`src/rtl/mp3_mon_pkg.sv`:
```
// Shared types for the retire-stage commit monitor.
// Halt causes, monitor FSM states and the x1 register index.
package mp3_mon_pkg;

    typedef enum logic [1:0] {
        NONE    = 2'd0,
        MAGIC   = 2'd1,
        LOOP    = 2'd2,
        TIMEOUT = 2'd3
    } halt_cause_t;

    typedef enum logic {
        RUN    = 1'b0,
        HALTED = 1'b1
    } mon_state_t;

    localparam logic [4:0] X1_IDX = 5'd1;

endpackage

```
`src/rtl/lane_prefix_count.sv`:
```
// Exclusive prefix popcount over a lane mask.
// prefix[i] counts set bits below lane i; total counts all of them.
module lane_prefix_count #(
    parameter int NUM_LANES = 1,
    parameter int CW        = $clog2(NUM_LANES + 1)
) (
    input  logic [NUM_LANES-1:0]    mask,
    output logic [NUM_LANES*CW-1:0] prefix,
    output logic [CW-1:0]           total
);

    always_comb begin
        prefix = '0;
        total  = '0;
        for (int i = 0; i < NUM_LANES; i++) begin
            prefix[i*CW +: CW] = total;
            total              = total + CW'(mask[i]);
        end
    end

endmodule

```
`src/rtl/commit_monitor.sv`:
```
// Retire-stage monitor: numbers committed lanes in RVFI order
// and raises a sticky halt on magic x1 write, self-loop or idle timeout.
module commit_monitor
    import mp3_mon_pkg::*;
#(
    parameter int          NUM_LANES   = 1,
    parameter int          XLEN        = 32,
    parameter int          ORDER_W     = 64,
    parameter int          LOOP_THRESH = 2,
    parameter int          WDOG_CYCLES = 100000,
    parameter logic [31:0] HALT_MAGIC  = 32'h600D600D
) (
    input  logic                         clk,
    input  logic                         rst,
    input  logic [NUM_LANES-1:0]         lane_valid,
    input  logic [NUM_LANES*XLEN-1:0]    lane_pc,
    input  logic [NUM_LANES*XLEN-1:0]    lane_next_pc,
    input  logic [NUM_LANES-1:0]         lane_rd_we,
    input  logic [NUM_LANES*5-1:0]       lane_rd_addr,
    input  logic [NUM_LANES*XLEN-1:0]    lane_rd_wdata,
    output logic [NUM_LANES-1:0]         commit_mask,
    output logic                         commit,
    output logic [NUM_LANES*ORDER_W-1:0] lane_order,
    output logic [ORDER_W-1:0]           retired_total,
    output logic                         halt,
    output halt_cause_t                  halt_cause
);

    localparam int CW   = $clog2(NUM_LANES + 1);
    localparam int LC_W = $clog2(LOOP_THRESH + 1);
    localparam int WD_W = (WDOG_CYCLES > 1) ? $clog2(WDOG_CYCLES) : 1;

    localparam logic [XLEN-1:0] MAGIC_V = XLEN'(HALT_MAGIC);
    localparam logic [LC_W-1:0] LC_MAX  = LC_W'(LOOP_THRESH);
    localparam logic [WD_W-1:0] WD_LAST = WD_W'(WDOG_CYCLES - 1);

    mon_state_t                   state_q, state_d;
    logic [ORDER_W-1:0]           order_q, order_d;
    logic [LC_W-1:0]              loop_q, loop_d;
    logic [WD_W-1:0]              wdog_q, wdog_d;
    logic [NUM_LANES-1:0]         mask_q;
    logic [NUM_LANES*ORDER_W-1:0] lane_order_q, lane_order_d;
    halt_cause_t                  cause_q, cause_d;

    logic [NUM_LANES-1:0]    acc;
    logic [NUM_LANES*CW-1:0] prefix;
    logic [CW-1:0]           total;
    logic                    hit;
    logic                    timeout;
    logic                    magic_c;
    halt_cause_t             hit_cause;

    // Walk lanes in order; the first magic/loop trigger closes the window.
    always_comb begin
        acc       = '0;
        hit       = 1'b0;
        hit_cause = NONE;
        magic_c   = 1'b0;
        loop_d    = loop_q;
        wdog_d    = wdog_q;
        timeout   = 1'b0;
        if (state_q == RUN) begin
            for (int i = 0; i < NUM_LANES; i++) begin
                if (lane_valid[i] && !hit) begin
                    acc[i]  = 1'b1;
                    magic_c = lane_rd_we[i]
                            && lane_rd_addr[i*5 +: 5] == X1_IDX
                            && lane_rd_wdata[i*XLEN +: XLEN] == MAGIC_V;
                    if (lane_next_pc[i*XLEN +: XLEN] == lane_pc[i*XLEN +: XLEN])
                        loop_d = loop_d + LC_W'(1);
                    else
                        loop_d = '0;
                    if (magic_c) begin
                        hit       = 1'b1;
                        hit_cause = MAGIC;
                    end else if (loop_d == LC_MAX) begin
                        hit       = 1'b1;
                        hit_cause = LOOP;
                    end
                end
            end
            if (lane_valid != '0) begin
                wdog_d = '0;
            end else if (WDOG_CYCLES != 0) begin
                if (wdog_q == WD_LAST)
                    timeout = 1'b1;
                else
                    wdog_d = wdog_q + WD_W'(1);
            end
        end
    end

    lane_prefix_count #(
        .NUM_LANES(NUM_LANES),
        .CW       (CW)
    ) u_prefix (
        .mask  (acc),
        .prefix(prefix),
        .total (total)
    );

    always_comb begin
        order_d      = order_q + ORDER_W'(total);
        lane_order_d = '0;
        for (int i = 0; i < NUM_LANES; i++) begin
            if (acc[i])
                lane_order_d[i*ORDER_W +: ORDER_W] =
                    order_q + ORDER_W'(prefix[i*CW +: CW]);
        end
    end

    always_comb begin
        state_d = state_q;
        cause_d = cause_q;
        unique case (state_q)
            RUN: begin
                if (hit) begin
                    state_d = HALTED;
                    cause_d = hit_cause;
                end else if (timeout) begin
                    state_d = HALTED;
                    cause_d = TIMEOUT;
                end
            end
            HALTED: state_d = HALTED;
            default: state_d = RUN;
        endcase
    end

    always_ff @(posedge clk or posedge rst) begin
        if (rst) begin
            state_q      <= RUN;
            order_q      <= '0;
            loop_q       <= '0;
            wdog_q       <= '0;
            mask_q       <= '0;
            lane_order_q <= '0;
            cause_q      <= NONE;
        end else begin
            state_q      <= state_d;
            order_q      <= order_d;
            loop_q       <= loop_d;
            wdog_q       <= wdog_d;
            mask_q       <= acc;
            lane_order_q <= lane_order_d;
            cause_q      <= cause_d;
        end
    end

    assign commit_mask   = mask_q;
    assign commit        = |mask_q;
    assign lane_order    = lane_order_q;
    assign retired_total = order_q;
    assign halt          = (state_q == HALTED);
    assign halt_cause    = cause_q;

endmodule
```
`config.mk`:
```
export PLATFORM = sky130hd
export DESIGN_NAME = commit_monitor
export DESIGN_NICKNAME = d
export VERILOG_FILES = /design/src/rtl/mp3_mon_pkg.sv /design/src/rtl/lane_prefix_count.sv /design/src/rtl/commit_monitor.sv
export SDC_FILE = /design/constraint.sdc
export NUM_CORES = 1
export LEC_CHECK = 0
export ABC_AREA = 1
export ABC_CLOCK_PERIOD_IN_PS = 6700
export CAP_MARGIN = 20
export CORE_ASPECT_RATIO = 0.75
export CORE_MARGIN = 3
export CORE_UTILIZATION = 37
export DETAILED_ROUTE_END_ITERATION = 8
export PLACE_DENSITY = 0.73
export SKIP_LAST_GASP = 1
export SLEW_MARGIN = 20
export SYNTH_ARGS = -nofsm -noshare
export SYNTH_HDL_FRONTEND = slang
export SYNTH_SLANG_ARGS = --single-unit
```
`constraint.sdc`:
```
create_clock -name clk -period 6.7 [get_ports clk]
set_clock_uncertainty 0.2 [all_clocks]
set_input_delay 0.67 -clock clk [delete_from_list [all_inputs] [get_ports clk]]
set_output_delay 0.67 -clock clk [all_outputs]
set_load 0.02 [all_outputs]
```
# Word-level counts from Yosys, hierarchy flattened
# Index checks and enable logic that the tools add are counted.
[word_totals]
register_bits = 151
input_bits = 105
[op_classes]
addsub = 3
eq_ne = 6
muxes = 23
bitwise = 1
n_reduce_logical = 6
[ops]
columns = ["operator", "n"]
rows = [
  ["64-bit by 1-bit adder with 64-bit output", 1],
  ["64-bit 2-to-1 mux", 1],
  ["17-bit 2-to-1 mux", 2],
  ["32-bit by 31-bit == test with 1-bit output (second input constant)", 1],
  ["32-bit == test", 1],
  ["17-bit by 1-bit adder with 17-bit output (second input constant)", 1],
  ["17-bit == test (second input constant)", 1],
  ["2-bit 2-to-1 mux", 8],
  ["1-bit 2-to-1 mux", 11],
  ["2-bit AND reduction", 3],
  ["5-bit by 1-bit == test with 1-bit output (second input constant)", 1],
  ["2-bit by 1-bit adder with 2-bit output (second input constant)", 1],
  ["2-bit == test (second input constant)", 1],
  ["1-bit logical AND", 2],
  ["2-bit inequality test (second input constant)", 1],
  ["1-bit one-hot mux with 2 select lines", 1],
  ["2-bit nonzero test", 1],
  ["1-bit inverter", 1],
]

# Logic depth before layout (Yosys ltp)
[depth]
word_depth = 11
mapped_depth = 12

# By module
# A second synthesis with hierarchy kept.
[unflattened]
hier_cells = 1135
hier_area_um2 = 8614.5
[modules_own_cells]
columns = ["module", "instances", "cells_each", "area_per_inst_um2", "seq_area_each_um2"]
rows = [
  ["commit_monitor", 1, 1132, 8595.7, 3778.6],
  ["lane_prefix_count", 1, 3, 18.8, 0.0],
]

# Least setup slack after synthesis
# OpenSTA, ideal clock, no wires.
[synth_path]
kind = "input to register"
startpoint = "in lane_valid"
endpoint = "reg order_q[50] (netlist: retired_total[50])"
setup_ps = 123
t_arrival_ps = 2239
required_ps = 6377
setup_slack_ps = 4138
path_stages = 12
cell_sequence = "inv_2 > nor2_4 > ha_1 > ha_1 > nand3_2 > inv_2 > nand2_2 > nor3_4 > nand4_2 > nor2_1 > nand2_1 > xor2_1"
[synth_via]
elab_chain_len = 3
[synth_lines]
columns = ["item", "line_no", "source"]
rows = [
  ["start, declared", "commit_monitor.sv:15", "input logic [NUM_LANES-1:0] lane_valid,"],
  ["1-bit 2-to-1 mux", "commit_monitor.sv:64", "if (lane_valid[i] && !hit) begin"],
  ["1-bit 2-to-1 mux", "commit_monitor.sv:62", "if (state_q == RUN) begin"],
  ["via acc", "commit_monitor.sv:45", "logic [NUM_LANES-1:0] acc;"],
  ["64-bit by 1-bit adder with 64-bit output", "commit_monitor.sv:103", "order_d = order_q + ORDER_W'(total);"],
  ["via order_d[50]", "commit_monitor.sv:38", "logic [ORDER_W-1:0] order_q, order_d;"],
  ["end signal, assigned", "commit_monitor.sv:141", "order_q <= order_d;"],
  ["end, declared", "commit_monitor.sv:38", ""],
]
# The timed path passes the listed nets, and every way through them passes these cells.
# A chain may end at the register's enable or synchronous reset.

# Final worst setup path
# Ends and elaborated chain as after synthesis.

==> results.toml <==
[power_and_ir_drop]
powerDensity_nw_per_um2 = 184
p_leak_nw = 5.36
ir_drop_v = 0.000155

[logic_synthesis]
yosys.area.top_type = "dfrtp_1"
ys_top_cells_by_area = "dfrtp_1 (50%), nand2_1 (9.6%), inv_1 (8.4%), xor2_1 (7.8%), nor2_1 (7.8%)"
synth_top_cell_area_share = 0.495
avgSynthCellArea_um2 = 8.02
yosysWarnings = 0
ys.flop_type = "dfrtp_1"
ys_seq_area_frac = 0.495
syn_inst = 951
ys_types = 33
syn-num-nets = 1059
synth_edf_count = 0
synthArstFlopShare = 1.00
syn_area_um2 = 7630
synth-seq-cells = 151

[route]
drt-total-wl_um = 25600
route.detailed.drc = 0
via_count = 7115
ant_nets = 0
vias_per_cell = 4.86
drtPass1Iterations = 6
drtIter0Drc = 642
wire_per_inst_um = 17.5

[setup_path]
path_class = "in2reg"
critPathLaunchType = "primary input"
cp.required_ns = 6.82
r2r_start = "retired_total[32]"
slowest_delay_ns = 0.60
crit_slowest_cell = "clkdlybuf4s50_1"
r2r_setup_slack_ns = 3.96
rr_worst_depth = 6
end_kind = "flop"
r2r_end = "retired_total[35]"
critPathMaxFanout = 10
worstPathArrival_ns = 3.31
path_cells = "clkdlybuf4s50_1 > inv_2 > nor2_4 > ha_1 > ha_1 > nand3_2 > inv_2 > nand2_2 > nor3_4 > nand4_2 > nor2_1 > nand2_1 > xor2_1"

[min_path]
worstHoldPathType = "reg2reg"
worstHoldPathCells = 2
hold_end = "loop_q[0]"
hold_start = "loop_q[0]"

[floorplan]
pin_count = 238
initial_core_util = 0.385
die_x_um = 172
die_h_um = 130
coreArea_um2 = 19800
dieArea_um2 = 22400
core.rowCount = 44

[finish]
stdcell_count = 1465
drive_gt1_frac = 0.0528
nFillCells = 1791
final_cell_mix = "clkdlybuf4s50_1 (237), nand2_1 (196), inv_1 (169)"
nets = 1307
syn2layout_area_growth_pct = 42.6
layout_commonest_cell = "clkdlybuf4s50_1"
diodes = 0
fin_util = 0.549

[placement]
port_buffers = 237
gp_congestion = 0.994
dpl.cell_count = 1433
place_hpwl_um = 20200

[clocking]
clk_path_buf_depth = 2
cts_root_buf = "clkbuf_16"
htreeDepth = 4
cts_hold_buf = 0
cts_tree = "yes"
clkSlewWorstSetupHoldPaths_ns = 0.07
clock-sinks = 151
insertion_delay_ns = 0.43
cts_inserted_buffers = 17
cts_resized = 0
cts_setup_buffers = 0

[sta]
tns_ns = 0
finalHoldViolCount = 0
grt_setup_unrepaired = "no"
slew_headroom = 0.444
worst_pin_slew_ns = 0.834
fmax_mhz = 313
post-route-period-util = 0.477
setup_viol = 0
min_period_ns = 3.20
drv_slew = 0

[grt]
overflow = 0
antenna_found_initial = 0
grt_start_max_net_pins = 93
grt_pass1_vias = 6720
grt_usage = 0.230
grt_pass1_wl_um = 38800

[status]
outcome = "complete, no violations"

[flow_run]
cap_viol_max_count = 0
how the worst max path moves through the flow:
stage	depth (start not counted)	start	to	slack (ns)
floorplan	1	rst	commit	1.77
global placement	13	lane_valid	retired_total[50]	3.14
detailed placement	13	lane_valid	retired_total[50]	3.07
CTS	13	lane_valid	retired_total[50]	3.52
global route	13	lane_valid	retired_total[50]	3.28
finish	13	lane_valid	retired_total[50]	3.50
worst max-delay path: cells and delay by family:
kind | cells | cell delay, ns
AND/OR/NAND/NOR | 7 | 1.10
buffers and inverters | 3 | 0.86
adder cells (fa/ha/maj) | 2 | 0.54
XOR/XNOR | 1 | 0.14
stage by stage:
stage	worst slack (ns)	power, W	hold WS (ns)	instance area, µm²
after detailed placement	3.07	0.00106	0.312	10300
after global placement	3.14	0.00105	0.311	10300
after global routing	3.28	0.00207	0.350	10900
after floorplan	1.77	0.000978	0.290	7630
after CTS	3.52	0.00202	0.330	10900
final	3.50	0.00201	0.325	10900
kinds of logic after synthesis:
logic type                 Yosys count  synth area share
and+or+nand+nor                    510             0.302
buffers and inverters              188            0.0933
DFF                                151             0.495
xor gates and xnor gates            78            0.0895
AOI/OAI and AO/OA                   21            0.0156
adders and majority gates            3           0.00492
sequential cells by signal, summed over array words and instances (netlist names):
signal	cells
commit	1
halt	1
halt_cause	2
lane_order	64
loop_q	2
retired_total	64
wdog_q	17
layout make-up:
| cell class | instances | area [µm²] | share of cell area |
|---|---|---|---|
| flip-flops and latches | 151 | 3780 | 0.347 |
| inverters | 178 | 673 | 0.0618 |
| well taps | 253 | 317 | 0.0291 |
| repair buffers | 239 | 2390 | 0.219 |
| clock buffers | 20 | 447 | 0.0410 |
| clock inverters | 12 | 141 | 0.0130 |
| multi-input cells | 612 | 3140 | 0.289 |
report_power, final:
group          internal [W]  switching (W)
logic             0.0000700      0.0000530
registers          0.000914     0.00000166
clock network      0.000564       0.000405
total               0.00155       0.000460
routing by layer:
layer,global-route usage,routed length (µm),vias to the layer above
li1,-,-,3435
met4,0.0591,367,0
met5,0,0,-
met3,0.0812,3070,37
met1,0.348,11900,3304
met2,0.311,10300,339
cells in the mapped netlist (all sizes together), types with 4 or more instances:
cell,n
nand2,200
inv,178
nor2,162
dfrtp,151
xor2,68
nor3,47
nand3,46
nand4,39
o21ai,11
xnor2,10
nor4,9
clkbuf,7
a21oi,4
o31ai,4
Power figures use the tool's default switching activity.
==> RTL edit 1: new RTL, config.mk and constraints unchanged <==
Set the parameter `ORDER_W` to 128 (it was 64).
--- a/src/rtl/commit_monitor.sv
+++ b/src/rtl/commit_monitor.sv
@@ -6,5 +6,5 @@
     parameter int          NUM_LANES   = 1,
     parameter int          XLEN        = 32,
-    parameter int          ORDER_W     = 64,
+    parameter int          ORDER_W     = 128,
     parameter int          LOOP_THRESH = 2,
     parameter int          WDOG_CYCLES = 100000,
Ports: changed (resized lane_order and retired_total); port bits go from 238 to 366. No check against the original RTL was run, so the function may have changed too.
==> RTL edit 1 against the original RTL <==
  * Worst hold slack lost 23 ps
  * Critical path type unchanged
  * Sequential cell count grew 128
  * Setup slack lost 270 ps
  * Sequential share of layout area grew 1.8 points
  * Synthesized area grew 82%
  * Non-clock buffer count grew 131
  * Power grew 75%
  * Final cell count grew 78%
  * Global-route usage grew 5.5 points
  * Routed wire length grew 130%
  * Combinational power grew 12%
  * Design area grew 76%
  * Critical path depth is the same
==> RTL edit 1: results (changes against the original RTL) <==
stage,metric,value,unit,change
run_status,outcome,"finished, final reports clean",,unchanged
placement,hpwl dp,47570,um,was 20220 um
critical_path,reg2reg setup slack,3780,ps,was 3960 ps
grt,pin count of the biggest net entering global routing,77,,was 93
clock_network,Bufs on Longest Clock Path,3,,was 2
drt,Metal-1 WL,23600,um,was 11880 um
grt,GR Layer Usage met3,0.09625,,was 0.08120
clock_network,# resized after CTS,0,,unchanged
synthesis,Most used DFF post-synth,dfrtp_1,,unchanged
pwr,Sw Ratio,0.2219,,was 0.2291
critical_path,worst r2r src,halt,,was retired_total[32]
synthesis,largest cells by area after synthesis,"dfrtp_1, nand2_1, nor2_1, xor2_1, inv_1",,"was dfrtp_1, nand2_1, inv_1, xor2_1, nor2_1"
clock_network,clock latency at the later pin of the worst-skew pair,570,ps,was 430 ps
synthesis,xor and xnor area share after synthesis,0.08260,,was 0.08952
placement,IO Port Bufs,365,,was 237
drt,met3 wire len,6256,um,was 3066 um
clock_network,total CTS buffers,30,,was 17
layout,filler cell count,3412,,was 1791
grt,vias in the first global route,13383,,was 6720
critical_path,RR Endpoint,retired_total[120],,was retired_total[35]
synthesis,syn nets,1812,,was 1059
grt,M1 GR Usage,0.3700,,was 0.3482
layout,share of cells above drive strength 1,0.07437,,was 0.05281
placement,Final GP Congestion,1.026,,was 0.9941
pwr,Gate power share,0.039,,was 0.061
grt,first-pass GRT wire length,84660,um,was 38780 um
drt,1st-iter DRT viols,1229,,was 642
synthesis,complex-gate fraction of the synthesized area,0.009368,,was 0.01558
drt,Avg WL per Cell,22.11,um,was 17.48 um
grt,gr usage total,0.2844,,was 0.2298
critical_path,FF-to-FF path depth,11,,was 6
drt,met2 WL post-DR,25690,um,was 10290 um
sta,Worst-Margin Slew,1075,ps,was 833.5 ps
clock_network,CTS H-tree lvls,1,,was 4
pwr,comb pwr,0.000138,W,was 0.000123 W
synthesis,synth cell count leaders,"nand2_1, nor2_1, dfrtp_1, inv_1, xor2_1",,"was nand2_1, inv_1, nor2_1, dfrtp_1, xor2_1"
synthesis,Synth Area in Adders,0.002702,,was 0.004919
critical_path,max incr delay on CP,670,ps,was 600 ps
pwr,power share of the sequential group,0.480,,was 0.456
pwr,Leakage,8.638,nW,was 5.363 nW
layout,final net count,2195,,was 1307
pwr,Max VDD drop,183.7,uV,was 155.2 uV
drt,routed vias/inst,5.044,,was 4.857
critical_path,"CP delay by family, top",buffers and inverters,,was simple AND/OR/NAND/NOR gates
critical_path,Critical Path AT,3720,ps,was 3310 ps
grt,met2 usage,0.4499,,was 0.3108
## RTL edit 1: cell types whose count changed in the layout (fill, tap and decap cells not counted), moves of 14 or more
cell	change
clkbuf_16	+14
clkdlybuf4s50_1	+128
dfrtp_1	+128
inv_1	+49
nand2_1	+210
nand2_2	+14
nand4_1	+16
nor2_1	+170
nor2_2	+15
nor3_1	+44
nor3_2	+22
xor2_1	+54
## RTL edit 1: cell type report
type | count | area (um^2) | area share
repair buffers | 370 | 3691 | 0.1931
multi-input cells | 1175 | 5954 | 0.3115
well taps | 496 | 620.6 | 0.03247
clock buffers | 48 | 919.6 | 0.04811
inverters | 231 | 873.3 | 0.04569
clock inverters | 8 | 73.82 | 0.003862
flip-flops and latches | 279 | 6982 | 0.3653
## RTL edit 1: through the flow
stage / setup WS [ps] / cells / cell area (um^2)
after floorplan: 2137 / 1704 / 13890
after global placement: 2778 / 2551 / 18120
after detailed placement: 2660 / 2551 / 18120
after CTS: 3274 / 2607 / 19110
after global routing: 3037 / 2607 / 19110
final: 3233 / 2607 / 19110
## RTL edit 1: kinds of logic after synthesis
kind of cell,count (synthesis)
buf+inv,250
xor+xnor,131
compound gates,21
fa+ha+maj,3
simple gates,1020
flops,279
## RTL edit 1: worst min-delay path by stage
| stage | start | cells past startpoint | slack [ps] | endpoint |
|---|---|---|---|---|
| global route | retired_total[40] | 1 | 340 | retired_total[40] |
| detailed placement | retired_total[40] | 1 | 290 | retired_total[40] |
| floorplan | wdog_q[5] | 2 | 270 | wdog_q[5] |
| CTS | retired_total[40] | 1 | 300 | retired_total[40] |
| finish | retired_total[40] | 1 | 300 | retired_total[40] |
| global placement | retired_total[127] | 2 | 290 | retired_total[127] |
==> RTL edit 2: new RTL, same flow settings <==
Made on the original files. Register the outputs `commit` and `halt`, with the module's reset; this adds one clock of latency there. The other outputs are not delayed to match.
--- a/src/rtl/commit_monitor.sv
+++ b/src/rtl/commit_monitor.sv
@@ -149,8 +149,15 @@
 
     assign commit_mask   = mask_q;
-    assign commit        = |mask_q;
     assign lane_order    = lane_order_q;
     assign retired_total = order_q;
-    assign halt          = (state_q == HALTED);
+    always_ff @(posedge clk or posedge rst) begin
+        if (rst) begin
+            commit <= '0;
+            halt   <= '0;
+        end else begin
+            commit <= |mask_q;
+            halt   <= (state_q == HALTED);
+        end
+    end
     assign halt_cause    = cause_q;
 
Formal check against the unedited RTL: not equivalent (a bounded check fails within 4 cycles, from zero or initial values and one cycle with rst high).
==> RTL edit 2 against the original RTL <==
  * Sequential power is 1% higher
  * Sequential cell count is 2 higher
  * Clock power grew 4%
  * Setup slack worse by 18 ps
  * Final cell count up 1.7%
  * Design area increased by 0.98%
  * First-iteration DRC count rose by 17%
  * Synthesized area rose by 0.56%
  * Power rose by 2.5%
  * Routed wire length increased by 0.87%
  * Register-to-register slack about the same
  * Largest power group unchanged
  * Highest routed layer is now met5
==> RTL edit 2: results (changes against the original RTL) <==
stage,metric,value,unit,change
synthesis,complex-gate fraction of the synthesized area,0.01549,,was 0.01558
layout,FF+latch count,153,,was 151
synthesis,xor and xnor area share after synthesis,0.08903,,was 0.08952
synthesis,Synth cell types,32,,was 33
pwr,P_seq,0.000928,W,was 0.000915 W
drt,DR pass1 iterations,5,,was 6
critical_path,reg2reg setup slack,3950,ps,was 3960 ps
critical_path,RR Endpoint,retired_total[33],,was retired_total[35]
layout,final net count,1309,,was 1307
synthesis,largest cells by area after synthesis,"dfrtp_1, nand2_1, inv_1, xor2_1, nor2_1",,unchanged
grt,met2 usage,0.3073,,was 0.3108
drt,Vias,7113,,was 7115
synthesis,synth cell count leaders,"nand2_1, inv_1, nor2_1, dfrtp_1, xor2_1",,unchanged
drt,Metal-1 WL,12530,um,was 11880 um
critical_path,worst r2r src,retired_total[23],,was retired_total[32]
min_path,hold_sp,commit_mask,,was loop_q[0]
grt,gr usage total,0.2317,,was 0.2298
drt,Avg WL per Cell,17.33,um,was 17.48 um
layout,clock buffers,22,,was 20
grt,M1 GR Usage,0.3560,,was 0.3482
layout,clk cell area share,0.05601,,was 0.05403
drt,1st-iter DRT viols,749,,was 642
placement,hpwl dp,20420,um,was 20220 um
grt,first-pass GRT wire length,38980,um,was 38780 um
drt,met2 WL post-DR,10390,um,was 10290 um
drt,topmost layer with routed signal wires,met5,,was met4
min_path,hold path depth,0,,was 2
run_status,outcome,"finished, final reports clean",,unchanged
RTL edit 2: cell types whose count changed in the layout (fill, tap and decap cells not counted), sizes merged:
cell | unedited run | this run
clkinv | 1 | 4
clkinvlp | 5 | 2
inv | 182 | 179
clkbuf | 20 | 22
dfrtp | 151 | 153
bufinv | 2 | 3
RTL edit 2: per-stage QoR:
| stage | cell area, um^2 | worst slack, ps | instances | util |
|---|---|---|---|---|
| finish | 10990 | 3487 | 1490 | 0.5530 |
| global route | 10990 | 3274 | 1490 | 0.5530 |
| CTS | 10990 | 3509 | 1490 | 0.5530 |
| detailed placement | 10380 | 3048 | 1458 | 0.5220 |
| global placement | 10380 | 3136 | 1458 | 0.5220 |
| floorplan | 7674 | 1709 | 952 | - |
RTL edit 2: worst max path at each step:
stage	to	startpoint	slack, ps
global placement	retired_total[50]	lane_valid	3140
CTS	retired_total[50]	lane_valid	3510
detailed placement	retired_total[50]	lane_valid	3050
finish	retired_total[50]	lane_valid	3490
floorplan	commit	rst	1710
global route	retired_total[50]	lane_valid	3270
